### config.mk
export PLATFORM = sky130hd
export DESIGN_NAME = jt10_adpcm_rom_arb
export DESIGN_NICKNAME = d
export VERILOG_FILES = /design/src/rtl/jt10_adpcm_rom_arb_pkg.sv /design/src/rtl/jt10_adpcm_rom_arb_slot.sv /design/src/rtl/jt10_adpcm_rom_arb.sv
export SDC_FILE = /design/constraint.sdc
export NUM_CORES = 1
export LEC_CHECK = 0
export BUFFER_PORTS_ARGS = -buffer_cell sky130_fd_sc_hd__buf_2
export CORE_MARGIN = 4
export CORE_UTILIZATION = 55
export DETAILED_ROUTE_END_ITERATION = 12
export PLACE_DENSITY = 0.79
export SYNTH_ARGS = -nofsm -noshare
export SYNTH_HDL_FRONTEND = slang
export SYNTH_HIERARCHICAL = 1
export SYNTH_SLANG_ARGS = --single-unit
### constraint.sdc
create_clock -name clk -period 2.7 [get_ports clk]
set_clock_uncertainty 0.15 [all_clocks]
set_input_delay 0.135 -clock clk [delete_from_list [all_inputs] [get_ports clk]]
set_output_delay 0.135 -clock clk [all_outputs]
set_load 0.05 [all_outputs]
### src/rtl/jt10_adpcm_rom_arb_pkg.sv
// Shared definitions for the ADPCM ROM arbiter: FSM state codes and requester ids.
// Latency: n/a (definitions only).
// Backpressure: n/a.
package jt10_adpcm_rom_arb_pkg;

    typedef enum logic [1:0] {
        ST_IDLE   = 2'd0,
        ST_BUSY_A = 2'd1,
        ST_BUSY_B = 2'd2
    } arb_state_t;

    typedef enum logic {
        REQ_A = 1'b0,
        REQ_B = 1'b1
    } req_id_t;

    function automatic req_id_t other_req(input req_id_t id);
        return (id == REQ_A) ? REQ_B : REQ_A;
    endfunction

endpackage

### src/rtl/jt10_adpcm_rom_arb_slot.sv
// One-entry byte cache for a single ADPCM requester, plus its hit / need-fetch compare.
// Latency: ok is combinational on req/addr; a fill is visible one cycle after the fill strobe.
// Backpressure: none; the requester simply holds req until ok rises.
//
// Ports: clk/rst; req/addr from the engine; fill/fill_addr/fill_data write the cache;
//        inval clears valid; ok/data back to the engine; need tells the arbiter to fetch.
module jt10_rom_slot #(
    parameter int AW = 24,
    parameter int DW = 8
) (
    input  logic          clk,
    input  logic          rst,
    input  logic          req,
    input  logic [AW-1:0] addr,
    input  logic          fill,
    input  logic [AW-1:0] fill_addr,
    input  logic [DW-1:0] fill_data,
    input  logic          inval,
    output logic          ok,
    output logic [DW-1:0] data,
    output logic          need
);

    logic [AW-1:0] addr_q, addr_d;
    logic [DW-1:0] data_q, data_d;
    logic          valid_q, valid_d;

    always_comb begin
        addr_d  = addr_q;
        data_d  = data_q;
        valid_d = valid_q;
        // A completed read always wins over an invalidate in the same cycle.
        if (fill) begin
            addr_d  = fill_addr;
            data_d  = fill_data;
            valid_d = 1'b1;
        end else if (inval) begin
            valid_d = 1'b0;
        end
    end

    always_ff @(posedge clk or posedge rst) begin
        if (rst) begin
            addr_q  <= '0;
            data_q  <= '0;
            valid_q <= 1'b0;
        end else begin
            addr_q  <= addr_d;
            data_q  <= data_d;
            valid_q <= valid_d;
        end
    end

    assign ok   = req & valid_q & (addr_q == addr);
    assign need = req & ~ok;
    assign data = data_q;

endmodule

### src/rtl/jt10_adpcm_rom_arb.sv
// Shares one memory read port between ADPCM-A and ADPCM-B, round-robin, with per-engine byte cache.
// Latency: miss at N -> mem_rd at N+1 -> ack at M -> ok at M+1; cache hit is same-cycle.
// Backpressure: one outstanding read; mem_rd held until mem_ack or TO_CYC-cycle timeout.
//
// Ports: clk, rst (async, high); a_req/a_addr/a_data/a_ok and b_* per engine;
//        mem_addr/mem_rd/mem_ack/mem_din to the memory controller; err sticky timeout flag.
module jt10_adpcm_rom_arb
    import jt10_adpcm_rom_arb_pkg::*;
#(
    parameter int AW     = 24,
    parameter int DW     = 8,
    parameter int TO_CYC = 255
) (
    input  logic          clk,
    input  logic          rst,
    input  logic          a_req,
    input  logic [AW-1:0] a_addr,
    output logic [DW-1:0] a_data,
    output logic          a_ok,
    input  logic          b_req,
    input  logic [AW-1:0] b_addr,
    output logic [DW-1:0] b_data,
    output logic          b_ok,
    output logic [AW-1:0] mem_addr,
    output logic          mem_rd,
    input  logic          mem_ack,
    input  logic [DW-1:0] mem_din,
    output logic          err
);

    localparam int TW = $clog2(TO_CYC + 1);
    // The timer starts at 0 in the first mem_rd cycle, so TO_CYC-1 marks the last allowed cycle.
    localparam logic [TW-1:0] TO_LAST = TW'(TO_CYC - 1);

    arb_state_t    state_q, state_d;
    req_id_t       rr_q, rr_d;
    logic          mem_rd_q, mem_rd_d;
    logic [AW-1:0] mem_addr_q, mem_addr_d;
    logic [TW-1:0] timer_q, timer_d;
    logic          err_q, err_d;

    logic a_need, b_need;
    logic a_fill, b_fill;
    logic a_inval, b_inval;
    logic grant_a, grant_b;

    jt10_rom_slot #(.AW(AW), .DW(DW)) u_slot_a (
        .clk       (clk),
        .rst       (rst),
        .req       (a_req),
        .addr      (a_addr),
        .fill      (a_fill),
        .fill_addr (mem_addr_q),
        .fill_data (mem_din),
        .inval     (a_inval),
        .ok        (a_ok),
        .data      (a_data),
        .need      (a_need)
    );

    jt10_rom_slot #(.AW(AW), .DW(DW)) u_slot_b (
        .clk       (clk),
        .rst       (rst),
        .req       (b_req),
        .addr      (b_addr),
        .fill      (b_fill),
        .fill_addr (mem_addr_q),
        .fill_data (mem_din),
        .inval     (b_inval),
        .ok        (b_ok),
        .data      (b_data),
        .need      (b_need)
    );

    // A takes the grant when it is alone or when a tie falls on the rr pointer.
    assign grant_a = a_need & (~b_need | (rr_q == REQ_A));
    assign grant_b = b_need & ~grant_a;

    always_comb begin
        state_d    = state_q;
        rr_d       = rr_q;
        mem_rd_d   = mem_rd_q;
        mem_addr_d = mem_addr_q;
        timer_d    = timer_q;
        err_d      = err_q;
        a_fill     = 1'b0;
        b_fill     = 1'b0;
        a_inval    = 1'b0;
        b_inval    = 1'b0;

        case (state_q)
            ST_IDLE: begin
                // Acks arriving here belong to no read and are dropped.
                mem_rd_d = 1'b0;
                if (grant_a || grant_b) begin
                    state_d    = grant_a ? ST_BUSY_A : ST_BUSY_B;
                    mem_addr_d = grant_a ? a_addr : b_addr;
                    mem_rd_d   = 1'b1;
                    timer_d    = '0;
                    if (a_need && b_need) begin
                        rr_d = other_req(rr_q);
                    end
                end
            end
            ST_BUSY_A, ST_BUSY_B: begin
                if (mem_ack) begin
                    // Store whatever was fetched even if the requester moved on.
                    a_fill   = (state_q == ST_BUSY_A);
                    b_fill   = (state_q == ST_BUSY_B);
                    mem_rd_d = 1'b0;
                    state_d  = ST_IDLE;
                end else if (timer_q == TO_LAST) begin
                    a_inval  = (state_q == ST_BUSY_A);
                    b_inval  = (state_q == ST_BUSY_B);
                    mem_rd_d = 1'b0;
                    err_d    = 1'b1;
                    state_d  = ST_IDLE;
                end else begin
                    timer_d = timer_q + TW'(1);
                end
            end
            default: begin
                state_d  = ST_IDLE;
                mem_rd_d = 1'b0;
            end
        endcase
    end

    always_ff @(posedge clk or posedge rst) begin
        if (rst) begin
            state_q    <= ST_IDLE;
            rr_q       <= REQ_A;
            mem_rd_q   <= 1'b0;
            mem_addr_q <= '0;
            timer_q    <= '0;
            err_q      <= 1'b0;
        end else begin
            state_q    <= state_d;
            rr_q       <= rr_d;
            mem_rd_q   <= mem_rd_d;
            mem_addr_q <= mem_addr_d;
            timer_q    <= timer_d;
            err_q      <= err_d;
        end
    end

    assign mem_rd   = mem_rd_q;
    assign mem_addr = mem_addr_q;
    assign err      = err_q;

endmodule
# Word level (Yosys, flattened, before mapping)
# Cells that the tools add are included.
# Widths: inputs -> output; s select.
[word_totals]
register_bits = 103
inputBits = 61
wordCells = 78
out_inout_bits = 44
[classes]
bitwise_logic = 15
addsub = 1
reduce_logical = 12
n_eq_ne = 9
mux = 29
[op_table]
columns = ["op", "n"]
rows = [
  ["$eq 24x24->1", 2],
  ["$mux 24", 1],
  ["$mux 8", 3],
  ["$mux 1", 18],
  ["$pmux 8 s2", 1],
  ["$add 8x1->8 const B", 1],
  ["$and 1x1->1", 8],
  ["$eq 8x8->1 const B", 1],
  ["$mux 2", 4],
  ["$ne 2x2->1 const B", 3],
  ["$not 1->1", 6],
  ["$reduce_and 3->1", 2],
  ["$reduce_bool 2->1", 3],
  ["$pmux 2 s2", 1],
  ["$reduce_and 2->1", 2],
  ["$reduce_and 4->1", 1],
  ["$ne 3x3->1 const B", 1],
  ["$eq 2x1->1 const B", 1],
  ["$eq 2x2->1 const B", 1],
  ["$logic_not 2->1", 1],
  ["$pmux 1 s2", 1],
  ["$reduce_or 2->1", 1],
  ["$logic_and 1x1->1", 1],
  ["$logic_or 1x1->1", 1],
  ["$or 1x1->1", 1],
]

# Longest topological paths before layout
[logic_depth]
depth_word = 12
ltp_mapped = 10
mapped_depth_nobuf = 8

# Hierarchy
# Netlist, hierarchy kept.
[modules_own_cells]
columns = ["mod", "seq_area_each_um2", "n_inst", "area_each_um2", "cells_per_inst"]
rows = [
  ["jt10_rom_slot", 825.8, 2, 1517.7, 108],
  ["jt10_adpcm_rom_arb", 925.9, 1, 1934.4, 190],
]

# Least setup slack after synthesis
# OpenSTA, ideal clock, no wires.
[synth_path]
path_type = "reg-to-reg"
start = "reg u_slot_b.addr_q[11]"
end = "reg mem_addr_q[0] (netlist: mem_addr[0])"
required_time_ns = 2.467
setup_ns = 0.083
path_slack_ns = 0.500
n_path_buf = 2
synth_period_minus_slack_ns = 2.200
t_arrival_ns = 1.968
stages_incl_launch_ff = 10
cell_sequence = "dfrtp_1 -> xnor2_1 -> nand4_1 -> nor4_2 -> a41oi_1 -> o21ai_0 -> buf_2 -> buf_2 -> nand2_1 -> o21ai_0"
[synth_between]
elab_chain_len = 11
word_cells_on_any_way = 12
classes_between = "1 x eq/ne; 1 x mux; 8 x bitwise; 2 x reduce/logical"
[synth_lines]
columns = ["item", "line_no", "source"]
rows = [
  ["from (decl)", "jt10_adpcm_rom_arb_slot.sv:24", "logic [AW-1:0] addr_q, addr_d;"],
  ["from (signal assigned)", "jt10_adpcm_rom_arb_slot.sv:48", "addr_q <= addr_d;"],
  ["$eq 24x24->1 (*)", "jt10_adpcm_rom_arb_slot.sv:54", "assign ok = req & valid_q & (addr_q == addr);"],
  ["$and 1x1->1 (*)", "jt10_adpcm_rom_arb_slot.sv:54", ""],
  ["$not 1->1 (*)", "jt10_adpcm_rom_arb_slot.sv:55", "assign need = req & ~ok;"],
  ["$and 1x1->1 (*)", "jt10_adpcm_rom_arb_slot.sv:55", ""],
  ["via b_need", "jt10_adpcm_rom_arb.sv:42", "logic a_need, b_need;"],
  ["$not 1->1", "jt10_adpcm_rom_arb.sv:76", "assign grant_a = a_need & (~b_need | (rr_q == REQ_A));"],
  ["$or 1x1->1", "jt10_adpcm_rom_arb.sv:76", ""],
  ["$and 1x1->1", "jt10_adpcm_rom_arb.sv:76", ""],
  ["$not 1->1", "jt10_adpcm_rom_arb.sv:77", "assign grant_b = b_need & ~grant_a;"],
  ["$and 1x1->1", "jt10_adpcm_rom_arb.sv:77", ""],
  ["$logic_or 1x1->1", "jt10_adpcm_rom_arb.sv:95", "if (grant_a || grant_b) begin"],
  ["$reduce_and 2->1 (no line)", "--", ""],
  ["to (signal assigned)", "jt10_adpcm_rom_arb.sv:141", "mem_addr_q <= mem_addr_d;"],
  ["to (decl)", "jt10_adpcm_rom_arb.sv:38", "logic [AW-1:0] mem_addr_q, mem_addr_d;"],
]
# Mark *: on every way through the listed nets, which the timed path passes. The rest lies on a longest branch.
# A chain may end at the register's enable or synchronous reset.

# Worst setup path after layout
[layout_path]
start = "in b_addr[11]"
end = "reg mem_addr_q[7] (netlist: mem_addr[7])"
[layout_between]
elab_chain_len = 11
word_cells_on_any_way = 12
classes_between = "1 x eq/ne; 1 x mux; 8 x bitwise; 2 x reduce/logical"
[layout_lines]
columns = ["item", "line_no", "source"]
rows = [
  ["from (decl)", "jt10_adpcm_rom_arb.sv:21", "input logic [AW-1:0] b_addr,"],
  ["$eq 24x24->1 (*)", "jt10_adpcm_rom_arb_slot.sv:54", ""],
  ["$and 1x1->1 (*)", "jt10_adpcm_rom_arb_slot.sv:54", ""],
  ["$not 1->1 (*)", "jt10_adpcm_rom_arb_slot.sv:55", ""],
  ["$and 1x1->1 (*)", "jt10_adpcm_rom_arb_slot.sv:55", ""],
  ["via b_need", "jt10_adpcm_rom_arb.sv:42", ""],
  ["$not 1->1", "jt10_adpcm_rom_arb.sv:76", ""],
  ["$or 1x1->1", "jt10_adpcm_rom_arb.sv:76", ""],
  ["$and 1x1->1", "jt10_adpcm_rom_arb.sv:76", ""],
  ["$not 1->1", "jt10_adpcm_rom_arb.sv:77", ""],
  ["$and 1x1->1", "jt10_adpcm_rom_arb.sv:77", ""],
  ["$logic_or 1x1->1", "jt10_adpcm_rom_arb.sv:95", ""],
  ["$reduce_and 2->1 (no line)", "--", ""],
]
# Marked as above.

==> impl_metrics.prom <==
# TYPE chip_impl_metric gauge
chip_impl_metric{name="globalRoute.totalOverflow",unit=""} 0
chip_impl_metric{name="remaining_drc_errors",unit=""} 0
chip_impl_info{name="setup.worst_path.class",value="in -> reg"} 1
chip_impl_metric{name="wirelength_met1",unit="µm"} 4840
chip_impl_metric{name="firstDrtPassIters",unit=""} 5
chip_impl_metric{name="maximum_number_of_pins_on_one_net_before_global_route_repair",unit=""} 38
chip_impl_info{name="timing.critical_path.to_type",value="flop"} 1
chip_impl_metric{name="route.antenna.remaining_nets",unit=""} 0
chip_impl_metric{name="worst_slew_margin_rel",unit="%"} 46.3
chip_impl_metric{name="crit_required",unit="ps"} 2780
chip_impl_metric{name="drv.max_cap_violation_count",unit=""} 0
chip_impl_info{name="clock_tree.root_cell",value="sky130_fd_sc_hd__clkbuf_8"} 1
chip_impl_info{name="layout.cells.most_common_list",value="sky130_fd_sc_hd__buf_2, sky130_fd_sc_hd__dfrtp_1, sky130_fd_sc_hd__mux2_2, sky130_fd_sc_hd__dlygate4sd3_1, sky130_fd_sc_hd__xnor2_1"} 1
chip_impl_metric{name="synth.mux.area_fraction",unit="%"} 19.6
chip_impl_metric{name="post_drt_wl_per_cell",unit="µm"} 17.7
chip_impl_metric{name="post_synth_fa_ha_maj_area_fraction",unit="%"} 1.26
chip_impl_metric{name="synth_compound_area_share",unit="%"} 6.92
chip_impl_metric{name="worst-r2r-setup-slack",unit="ps"} 210
chip_impl_info{name="run_status",value="finished clean"} 1
chip_impl_metric{name="drt_first_iter_violations",unit=""} 189
chip_impl_info{name="worstPathCellList",value="dlygate4sd3_1 > buf_2 > xnor2_1 > nand4_1 > nor4_2 > a41oi_1 > buf_4 > a21boi_4 > buf_12 > mux2i_1 > o21ai_0"} 1
chip_impl_metric{name="internal_power",unit="mW"} 3.89
chip_impl_metric{name="post-place-cells",unit=""} 610
chip_impl_metric{name="finalSetupViolCount",unit=""} 0
chip_impl_metric{name="detailroute.via_count",unit=""} 3770
chip_impl_metric{name="synth_xor_area_share",unit="%"} 8.94
chip_impl_metric{name="critPathArrivalTime",unit="ps"} 2600
chip_impl_metric{name="hpwl",unit="µm"} 8190
chip_impl_metric{name="n_antenna_cell",unit=""} 0
chip_impl_metric{name="ir_worst_vdd",unit="µV"} 903
chip_impl_metric{name="net-switching-power",unit="mW"} 3.27
chip_impl_metric{name="utilization_after_layout",unit="%"} 73.0
chip_impl_metric{name="ios",unit=""} 105
chip_impl_info{name="worst_hold_path_type",value="in -> reg"} 1
chip_impl_info{name="worstReg2RegStart",value="u_slot_b/addr_q[8]$_DFFE_PP0P_"} 1
chip_impl_metric{name="power.share.clock",unit="%"} 13.5
chip_impl_metric{name="setup_tns",unit="ps"} 0
chip_impl_metric{name="achievable-frequency",unit="MHz"} 397
chip_impl_metric{name="nNetsFinal",unit=""} 634
chip_impl_metric{name="floorplan.die_area",unit="µm²"} 10600
chip_impl_metric{name="cts_made_buffers",unit=""} 9
chip_impl_metric{name="share_seq_of_total_power",unit="%"} 38.7
chip_impl_metric{name="grtUsageTotal",unit="%"} 24.5
chip_impl_metric{name="ff2ff_path_depth",unit=""} 9
chip_impl_metric{name="final_hold_viol_count",unit=""} 0
chip_impl_info{name="hold_crit_start",value="b_addr[7]"} 1
chip_impl_metric{name="leakage",unit="nW"} 2.94
chip_impl_metric{name="final_layout_size_suffix_gt1_share",unit="%"} 35.6
chip_impl_metric{name="synth.top_cell.area_share",unit="%"} 51.9
chip_impl_metric{name="worst-slew-pin-transition",unit="ps"} 805
chip_impl_info{name="largest_family_of_logic_cells_by_synthesized_area",value="multiplexers"} 1
chip_impl_metric{name="worst_hold_path.num_cells",unit=""} 3
chip_impl_metric{name="seq_area_frac_synth",unit="%"} 51.9
chip_impl_metric{name="synthesis.yosys.warnings",unit=""} 6
chip_impl_metric{name="dieHeight",unit="µm"} 103
chip_impl_metric{name="finalCritPeriodShare",unit="%"} 93.3
chip_impl_metric{name="cts.htree.levels",unit=""} 3
chip_impl_metric{name="area_growth",unit="%"} 28.7
chip_impl_metric{name="synth_cell_types",unit=""} 44
chip_impl_metric{name="post_synth.cell_area_avg",unit="µm²"} 12.2
chip_impl_metric{name="clock_tree_buf_depth",unit=""} 2
chip_impl_metric{name="clk_latency",unit="ps"} 370
chip_impl_info{name="final_common_cell",value="sky130_fd_sc_hd__buf_2"} 1
chip_impl_info{name="critical_path.reg2reg.endpoint",value="mem_addr[7]$_DFFE_PP0P_"} 1
chip_impl_metric{name="rows",unit=""} 34
chip_impl_metric{name="min_period",unit="ps"} 2520
chip_impl_metric{name="antenna_found_initial",unit=""} 0
chip_impl_metric{name="syn-num-nets",unit=""} 472
chip_impl_metric{name="post_synth_and_or_nand_nor_area_fraction",unit="%"} 8.08
chip_impl_metric{name="netlist_area",unit="µm²"} 4970
chip_impl_metric{name="syn-instance-count",unit=""} 406
chip_impl_info{name="cpMaxStageDelayCell",value="sky130_fd_sc_hd__dlygate4sd3_1"} 1
chip_impl_info{name="synthTopCellsByArea",value="sky130_fd_sc_hd__dfrtp_1, sky130_fd_sc_hd__mux2_2, sky130_fd_sc_hd__xnor2_1"} 1
chip_impl_metric{name="initial_core_util",unit="%"} 56.7
chip_impl_metric{name="design.core.area",unit="µm²"} 8760
chip_impl_metric{name="final_cell_count_no_fill",unit=""} 681
chip_impl_metric{name="slew_viol_final",unit=""} 0
chip_impl_metric{name="routed_via_density",unit=""} 5.54
chip_impl_metric{name="grt_pass1_wl",unit="µm"} 19800
chip_impl_info{name="cts_tree",value="yes"} 1
chip_impl_metric{name="cts.sink_count",unit=""} 103
chip_impl_info{name="hold_end",value="mem_addr[7]$_DFFE_PP0P_"} 1
chip_impl_info{name="synthDominantAreaCellType",value="sky130_fd_sc_hd__dfrtp_1"} 1
chip_impl_metric{name="detail_route_met2_wl",unit="µm"} 6220
chip_impl_info{name="startpoint_type",value="input pin"} 1
chip_impl_metric{name="path_max_fanout",unit=""} 18
chip_impl_metric{name="power.density",unit="nW/µm²"} 1120
chip_impl_metric{name="power_switching_share",unit="%"} 45.6
chip_impl_metric{name="die_w",unit="µm"} 103
chip_impl_metric{name="pwr-share-comb",unit="%"} 47.8
chip_impl_metric{name="vias_in_the_first_global_route",unit=""} 4021
chip_impl_metric{name="place.gp.congestion",unit=""} 0.840
chip_impl_metric{name="wl_met3",unit="µm"} 715
chip_impl_metric{name="cpPeakStageDelay",unit="ps"} 560
chip_impl_info{name="highest-signal-layer",value="met4"} 1
chip_impl_info{name="rsz0062_at_grt",value="no"} 1
chip_impl_metric{name="clkTransAtPathRegs",unit="ps"} 90
chip_impl_metric{name="ys_seq_elements",unit=""} 103
chip_impl_metric{name="fillers",unit=""} 570
chip_impl_metric{name="totalWireLength",unit="µm"} 12100
chip_impl_metric{name="buffers_added_on_ports",unit=""} 104
## worst max-delay path, delay by kind of cell
kind | cells | cell delay, ps
buf+inv | 4 | 1140
compound gates | 3 | 500
simple gates | 2 | 480
mux | 1 | 210
xor+xnor | 1 | 140
## power groups by stage
stage	logic [mW]	registers [mW]	clock network (mW)
after floorplan	1.56	3.73	0
after global placement	3.27	2.73	0
after detailed placement	3.36	2.79	0
after CTS	3.42	2.76	0.988
after global routing	3.67	2.86	1.05
final	3.43	2.77	0.967
## how the worst max path moves through the flow
stage / to / slack (ps) / start
floorplan: mem_addr[0]$_DFFE_PP0P_ / 500 / u_slot_b/addr_q[11]$_DFFE_PP0P_
global placement: mem_addr[3]$_DFFE_PP0P_ / 290 / u_slot_b/addr_q[11]$_DFFE_PP0P_
detailed placement: mem_addr[10]$_DFFE_PP0P_ / 230 / u_slot_b/addr_q[20]$_DFFE_PP0P_
CTS: mem_addr[7]$_DFFE_PP0P_ / 210 / b_addr[20]
global route: mem_addr[9]$_DFFE_PP0P_ / 20 / u_slot_b/addr_q[8]$_DFFE_PP0P_
finish: mem_addr[7]$_DFFE_PP0P_ / 180 / b_addr[11]
## synth_stat cells, drive strengths merged
cell / instances
dfrtp: 103
mux2: 65
xnor2: 39
nand2: 34
o21ai: 29
mux2i: 24
buf: 16
inv: 13
nand4: 10
xor2: 10
nor2: 8
a21oi: 5
ha: 5
nor4: 5
a31oi: 4
a41oi: 4
and3: 4
nand3: 4
a21o: 3
and2: 3
and4: 3
clkbuf: 3
nand2b: 2
a211o: 1
a211oi: 1
a21boi: 1
a22o: 1
a32o: 1
nor3b: 1
nor4b: 1
o21a: 1
o221ai: 1
or2: 1
## cells by family (layout without fill, tap and decap cells)
logic type	after synthesis	in the layout
flops	103	103
mux	89	89
simple gates	76	76
compound gates	52	52
xor+xnor	49	49
buf+inv	32	199
fa+ha+maj	5	5
## flip-flops by register name (all words and copies together) (netlist names)
signal            flops
mem_addr             24
u_slot_a/addr_q      24
u_slot_b/addr_q      24
timer_q               8
u_slot_a/data         8
u_slot_b/data         8
state_q               2
err                   1
mem_rd                1
rr_q                  1
u_slot_a/valid_q      1
u_slot_b/valid_q      1
## metrics by stage
step,total power [mW],setup slack [ps],hold WS [ps],cell area [µm²]
after floorplan,5.29,500,114,4970
after global placement,6.00,287,135,5640
after detailed placement,6.14,230,144,5640
after CTS,7.17,208,11.9,6390
after global routing,7.58,23.6,43.6,6390
final,7.16,180,21.4,6390
## what timing repair did
action	4_1_cts	5_1_grt
hold buffers	55	0
buffers inserted	0	0
resized for setup	0	0
hold endpoints to repair	128	0
## metal layers
layer	global-route usage, %	vias up
met1	30.6	1863
met3	4.26	30
met2	42.4	132
li1	-	1745
met4	9.46	0
met5	0	-
## final cells by class
cell class	count	area [µm²]	share of cell area, %
Multi-Input combinational cell	271	2250	35.2
Tap cell	108	135	2.11
Timing Repair Buffer	170	1180	18.4
Clock buffer	10	138	2.15
Inverter	13	48.8	0.763
Clock inverter	6	62.6	0.978
Sequential cell	103	2580	40.3
Power figures use the tool's default switching activity.
